--- config.mk ---
export PLATFORM = sky130hd
export DESIGN_NAME = mem_rdata_return
export DESIGN_NICKNAME = d
export VERILOG_FILES = /design/src/rtl/memctrl_pkg.sv /design/src/rtl/rdata_fifo.sv /design/src/rtl/mem_rdata_return.sv
export SDC_FILE = /design/constraint.sdc
export NUM_CORES = 1
export LEC_CHECK = 0
export CAP_MARGIN = 25
export CORE_AREA = 2 2 366 368
export DETAILED_ROUTE_END_ITERATION = 10
export DIE_AREA = 0 0 368 370
export PLACE_DENSITY_LB_ADDON = 0.15
export SLEW_MARGIN = 15
export SYNTH_ARGS = -nofsm -noshare
export SYNTH_HDL_FRONTEND = slang
export SYNTH_SLANG_ARGS = --single-unit
--- constraint.sdc ---
create_clock -name CLK -period 2.7 [get_ports CLK]
set_input_delay 0.81 -clock CLK [delete_from_list [all_inputs] [get_ports CLK]]
set_output_delay 0.81 -clock CLK [all_outputs]
set_load 0.02 [all_outputs]
--- src/rtl/memctrl_pkg.sv ---
// memctrl_pkg: shared array geometry and the read-tag carried through the SRAM latency pipe
package memctrl_pkg;
  localparam int NUM_BANK    = 64;
  localparam int NUM_SPARE   = 25;
  localparam int DATA_W      = 8;
  localparam int BANK_SEL_W  = 6;
  localparam int SPARE_SEL_W = 5;

  typedef struct packed {
    logic                  vld;
    logic                  spare;
    logic                  bist;
    logic [BANK_SEL_W-1:0] sel;
  } rd_tag_t;
endpackage

--- src/rtl/rdata_fifo.sv ---
// rdata_fifo: sync FIFO with registered head; drops pushes on full unless a pop frees a slot
module rdata_fifo #(
  parameter int DEPTH = 4,
  parameter int W     = 8,
  parameter int AW    = $clog2(DEPTH)
) (
  input  logic          clk,
  input  logic          rst_n,
  input  logic          push_i,
  input  logic          pop_i,
  input  logic [W-1:0]  data_i,
  output logic [W-1:0]  data_o,
  output logic          full_o,
  output logic          empty_o,
  output logic [AW:0]   level_o
);
  logic [W-1:0]  mem_q [DEPTH];
  logic [AW-1:0] wr_q, rd_q;
  logic [AW:0]   lvl_q;
  logic          do_push, do_pop;
  always_comb begin
    full_o  = lvl_q == (AW+1)'(DEPTH);
    empty_o = lvl_q == '0;
    do_pop  = pop_i & ~empty_o;
    do_push = push_i & (~full_o | do_pop);
    level_o = lvl_q;
    data_o  = empty_o ? '0 : mem_q[rd_q];
  end
  always_ff @(posedge clk or negedge rst_n) begin
    if (!rst_n) begin
      wr_q  <= '0;
      rd_q  <= '0;
      lvl_q <= '0;
    end else begin
      if (do_push) wr_q <= wr_q + 1'b1;
      if (do_pop) rd_q <= rd_q + 1'b1;
      lvl_q <= lvl_q + (AW+1)'(do_push) - (AW+1)'(do_pop);
    end
  end
  always_ff @(posedge clk) begin
    if (do_push) mem_q[wr_q] <= data_i;
  end
endmodule

--- src/rtl/mem_rdata_return.sv ---
// mem_rdata_return: tracks issued SRAM reads through RD_LAT cycles, muxes the addressed bank byte,
// and routes it to BIST_ODATA or the host return FIFO
module mem_rdata_return
  import memctrl_pkg::*;
#(
  parameter int RD_LAT     = 1,
  parameter int FIFO_DEPTH = 4
) (
  input  logic                          CLK,
  input  logic                          RSTN,
  input  logic                          BIST_EN,
  input  logic                          MEM_CE,
  input  logic                          MEM_WEB,
  input  logic [NUM_BANK-1:0]           MEM_OEB,
  input  logic [NUM_BANK-1:0]           MEM_CSB,
  input  logic [BANK_SEL_W-1:0]         MEM_ODATA_SELECT,
  input  logic [NUM_BANK*DATA_W-1:0]    MEM_ODATA_BUS,
  input  logic                          SPARE_MEM_CE,
  input  logic                          SPARE_MEM_WEB,
  input  logic [NUM_SPARE-1:0]          SPARE_MEM_OEB,
  input  logic [NUM_SPARE-1:0]          SPARE_MEM_CSB,
  input  logic [SPARE_SEL_W-1:0]        SPARE_MEM_ODATA_SELECT,
  input  logic [NUM_SPARE*DATA_W-1:0]   SPARE_MEM_ODATA_BUS,
  output logic [DATA_W-1:0]             ODATA,
  output logic                          ODATA_VALID,
  input  logic                          ODATA_READY,
  output logic [DATA_W-1:0]             BIST_ODATA,
  output logic [4:0]                    FIFO_LEVEL,
  output logic                          OVERFLOW,
  output logic                          ERR_SEL
);
  localparam int SW = 1 << SPARE_SEL_W;
  localparam int LW = $clog2(FIFO_DEPTH) + 1;

  // Out-of-range spare selects read as enabled so they issue and get flagged at capture
  logic [SW-1:0]        s_csb, s_oeb;
  logic [SW*DATA_W-1:0] s_bus;
  logic                 main_rd, spare_rd, bad_spare, push, pop, full, empty;
  rd_tag_t              tag_in, cap;
  rd_tag_t              tag_q [RD_LAT];
  logic [DATA_W-1:0]    cap_data, bist_d, bist_q;
  logic                 ovf_d, ovf_q, err_d, err_q;
  logic [LW-1:0]        lvl;

  always_comb begin
    s_csb     = {{(SW-NUM_SPARE){1'b0}}, SPARE_MEM_CSB};
    s_oeb     = {{(SW-NUM_SPARE){1'b0}}, SPARE_MEM_OEB};
    s_bus     = {{((SW-NUM_SPARE)*DATA_W){1'b0}}, SPARE_MEM_ODATA_BUS};
    main_rd   = MEM_CE & MEM_WEB & ~MEM_CSB[MEM_ODATA_SELECT] & ~MEM_OEB[MEM_ODATA_SELECT];
    spare_rd  = SPARE_MEM_CE & SPARE_MEM_WEB & ~s_csb[SPARE_MEM_ODATA_SELECT]
              & ~s_oeb[SPARE_MEM_ODATA_SELECT];
    tag_in    = {main_rd | spare_rd, ~main_rd, BIST_EN,
                 main_rd ? MEM_ODATA_SELECT : {1'b0, SPARE_MEM_ODATA_SELECT}};
    cap       = tag_q[RD_LAT-1];
    bad_spare = cap.vld & cap.spare & (cap.sel >= BANK_SEL_W'(NUM_SPARE));
    cap_data  = !cap.spare ? MEM_ODATA_BUS[{cap.sel, 3'b000} +: DATA_W]
              : bad_spare  ? '0 : s_bus[{cap.sel[SPARE_SEL_W-1:0], 3'b000} +: DATA_W];
    push      = cap.vld & ~cap.bist;
    pop       = ODATA_VALID & ODATA_READY;
    ovf_d     = ovf_q | (push & full & ~pop);
    err_d     = err_q | (main_rd & spare_rd) | bad_spare;
    bist_d    = (cap.vld & cap.bist) ? cap_data : bist_q;
  end

  always_ff @(posedge CLK or negedge RSTN) begin
    if (!RSTN) begin
      for (int i = 0; i < RD_LAT; i++) tag_q[i] <= '0;
      bist_q <= '0;
      ovf_q  <= 1'b0;
      err_q  <= 1'b0;
    end else begin
      tag_q[0] <= tag_in;
      for (int i = 1; i < RD_LAT; i++) tag_q[i] <= tag_q[i-1];
      bist_q <= bist_d;
      ovf_q  <= ovf_d;
      err_q  <= err_d;
    end
  end

  rdata_fifo #(.DEPTH(FIFO_DEPTH), .W(DATA_W)) u_fifo (
    .clk     (CLK),
    .rst_n   (RSTN),
    .push_i  (push),
    .pop_i   (pop),
    .data_i  (cap_data),
    .data_o  (ODATA),
    .full_o  (full),
    .empty_o (empty),
    .level_o (lvl)
  );

  always_comb begin
    ODATA_VALID = ~empty;
    FIFO_LEVEL  = 5'(lvl);
    BIST_ODATA  = bist_q;
    OVERFLOW    = ovf_q;
    ERR_SEL     = err_q;
  end
endmodule

==> flow_metrics.tcl <==
set metrics [dict create \
    avgViaCountPerCell 3.31 \
    syn_inst 747 \
    synth_compound_area_share_pct 10.9 \
    rows 134 \
    rsz0062_at_grt "yes" \
    path_common_cell "mux4_2" \
    worst-setup-path-type "in -> reg" \
    yosys_warnings 0 \
    area_growth_pct 154 \
    netlist_area_um2 9100 \
    drtIter0Drc 470 \
    grt_util_all_layers_pct 13.2 \
    yosysSeqAreaShare_pct 17.7 \
    ys_ff_latch 58 \
    grt_max_degree 33 \
    postPlaceCellArea_um2 21900 \
    crit_chain "clkdlybuf4s50_1 -> mux4_2 -> mux4_2 -> o21ai_4 -> o41ai_4 -> or3_4 -> mux2_4" \
    slowest_stage "mux4_2" \
    dp_hpwl_mm 85.3 \
    cts_hold_buf 0 \
    min_path_type "in -> async" \
    relSlewSlack_pct 50.7 \
    tritoncts "done" \
    dp.cells 3542 \
    r2r-start "cap[0]" \
    vdd.ir_drop.worst_mv 0.413 \
    gp_congestion 0.911 \
    slew_violations 0 \
    violations "setup timing" \
    synthMuxAreaShare_pct 53.5 \
    synthFlopType "edfxtp_1" \
    cts_buffers 9 \
    fp.dieW_um 368 \
    finalNonFillerCells 3588 \
    timing.final.ws_setup_ns -0.437 \
    clock_skew_ns 0.0118 \
    synth_edf_count 32 \
    cts-root-buf "clkbuf_16" \
    path_delay_family "multiplexers" \
    cts_sinks 58 \
    end_kind "flip-flop" \
    r2r-end "BIST_ODATA[4]" \
    grt_overflow_total 0 \
    totalWireLength_mm 93.8 \
    final_area_um2 23100 \
    hold_violations 0 \
    die-area_um2 136000 \
    start_util_pct 6.87 \
    reg2reg_slack_ns -0.42 \
    first_global_vias 13700 \
    period_share_pct 116 \
    htree_num_levels 3 \
    fillCellCount 14800 \
    drive_gt1_share_pct 29.4 \
    syn_avg_cell_area_um2 12.2 \
    core_area_um2 132000 \
    leakagePower_uw 0.00802 \
    period_needed_ns 3.14 \
    cp_max_fo 5 \
    worst_pin_slew_ns 0.734 \
    clkTransAtPathRegs_ns 0.06 \
    p_per_area_nw_per_um2 337 \
    synthSimpleGateAreaFrac_pct 11.5 \
    synth_top_family_by_area "multiplexers" \
    portBuffers 930 \
    synthAdderAreaFrac_pct 1.05 \
    num_vias 11900 \
    hold_ws_ns 0.470 \
    crit_arrival_ns 3.35 \
    yosysUniqueCellTypes 60 \
    max_freq_ghz 0.319 \
    drtAntennaViolNets 0 \
    cp.required_ns 2.92 \
    wl_per_cell_um 26.1 \
    setup-violations-final 44 \
    outcome "finished with violations" \
    crit_buf_inv 1 \
    clk_latency_ns 0.34 \
    first_pass_iters 4 \
    io_pins 933 \
    cts_buffer_depth 2 \
    grt_antenna_before_repair 29 \
    grt_pass1_wl_mm 123 \
    die_h_um 370 \
    post_synth_xor_area_fraction_pct 0.481 \
    max_stage_delay_ns 0.53 \
    nets 2725 \
    start_kind "primary input" \
    async_flop_share_pct 44.8 \
    drc 0 \
    cap_violations 0 \
    r2r_cells 8 \
]
[cells by family after synthesis]
group,count (synthesis)
mux,237
simple gates,208
compound gates,144
buf+inv,87
flops,58
fa+ha+maj,7
xor+xnor,5
other cells,1
[flip-flops by register name (all words and copies together), names as in the netlist]
register        count
u_fifo.level_o      3
u_fifo.wr_q         2
ERR_SEL             1
OVERFLOW            1
u_fifo.rd_q         2
cap                 9
u_fifo.mem_q       32
BIST_ODATA          8
[layout by cell type, fill, tap and decap left out, types with 21 or more instances in the layout]
cell	count
a211oi_1	21
a21oi_1	23
buf_12	30
buf_4	155
clkdlybuf4s50_1	869
dfrtp_1	21
dlygate4sd2_1	35
edfxtp_1	32
mux4_2	197
nand2_1	23
nor2_1	59
nor3_1	41
[final cells by class]
| class | count | area, um^2 | area share (%) |
|---|---|---|---|
| repair buffers | 1128 | 11300 | 48.8 |
| clock buffers | 10 | 239 | 1.03 |
| well taps | 1768 | 2210 | 9.57 |
| inverters | 9 | 33.8 | 0.146 |
| clock inverters | 6 | 88.8 | 0.385 |
| multi-input cells | 603 | 7600 | 32.9 |
| diodes | 6 | 15.0 | 0.0650 |
| flip-flops and latches | 58 | 1630 | 7.05 |
[cell usage after synthesis (all sizes together) (6+ instances only)]
cell type    n  area share (%)
buf         46             3.1
clkbuf      32             1.3
and2        14            0.96
o21ai       13            0.72
nor2        65             2.7
nand2       23            0.95
mux2        24             3.0
nand2b       6            0.41
o41ai        7            0.67
o22ai       26             1.8
nor2b        7            0.48
mux2i       16             1.8
nor3        53             3.0
a31oi       12            0.83
ha           6            0.83
a21oi       24             1.3
mux4       197              49
edfxtp      32              11
a211oi      27             2.2
nand3b       7            0.58
or3          7            0.48
inv          9            0.37
dfrtp       26             7.2
[report_power, final]
group	internal [uW]	switching, uW
Sequential	1130	113
Clock	834	441
Combinational	3060	2200
[through the flow]
stage	power [uW]	worst slack (ns)	TNS, ns	utilization [%]
6_report	7790	-0.437	-11.32	17.4
5_1_grt	8270	-0.512	-14.98	17.4
4_1_cts	7930	-0.566	-15.75	17.2
3_5_place_dp	6420	-1.32	-45.45	16.6
3_3_place_gp	6400	-1.29	-45.01	16.6
2_1_floorplan	3190	-0.109	-0.477	-
[routing by layer]
layer / global-route usage, % / up-vias / routed length, um
met3: 2.38 / 43 / 5230
met4: 0.675 / 14 / 404
met2: 23.4 / 466 / 47300
li1: - / 5352 / -
met1: 17.2 / 6004 / 40700
met5: 0 / - / 86
[timing repair]
item | in CTS | in global routing
cloned | 1 | 0
setup buffers | 17 | 13
pin swaps | 28 | 22
resized for setup | 151 | 51
endpoints found under the setup margin | 58 | 53
[worst max path at each step]
stage / end / slack, ns / start / depth (start not counted)
2_1_floorplan: cap[4] / -0.11 / MEM_ODATA_SELECT[0] / 8
3_3_place_gp: BIST_ODATA[5] / -1.29 / MEM_ODATA_BUS[85] / 8
3_5_place_dp: BIST_ODATA[5] / -1.32 / MEM_ODATA_BUS[85] / 8
4_1_cts: BIST_ODATA[5] / -0.57 / cap[0] / 8
5_1_grt: BIST_ODATA[5] / -0.51 / cap[0] / 8
6_report: BIST_ODATA[5] / -0.44 / MEM_ODATA_BUS[125] / 7
Power figures use the tool's default switching activity.
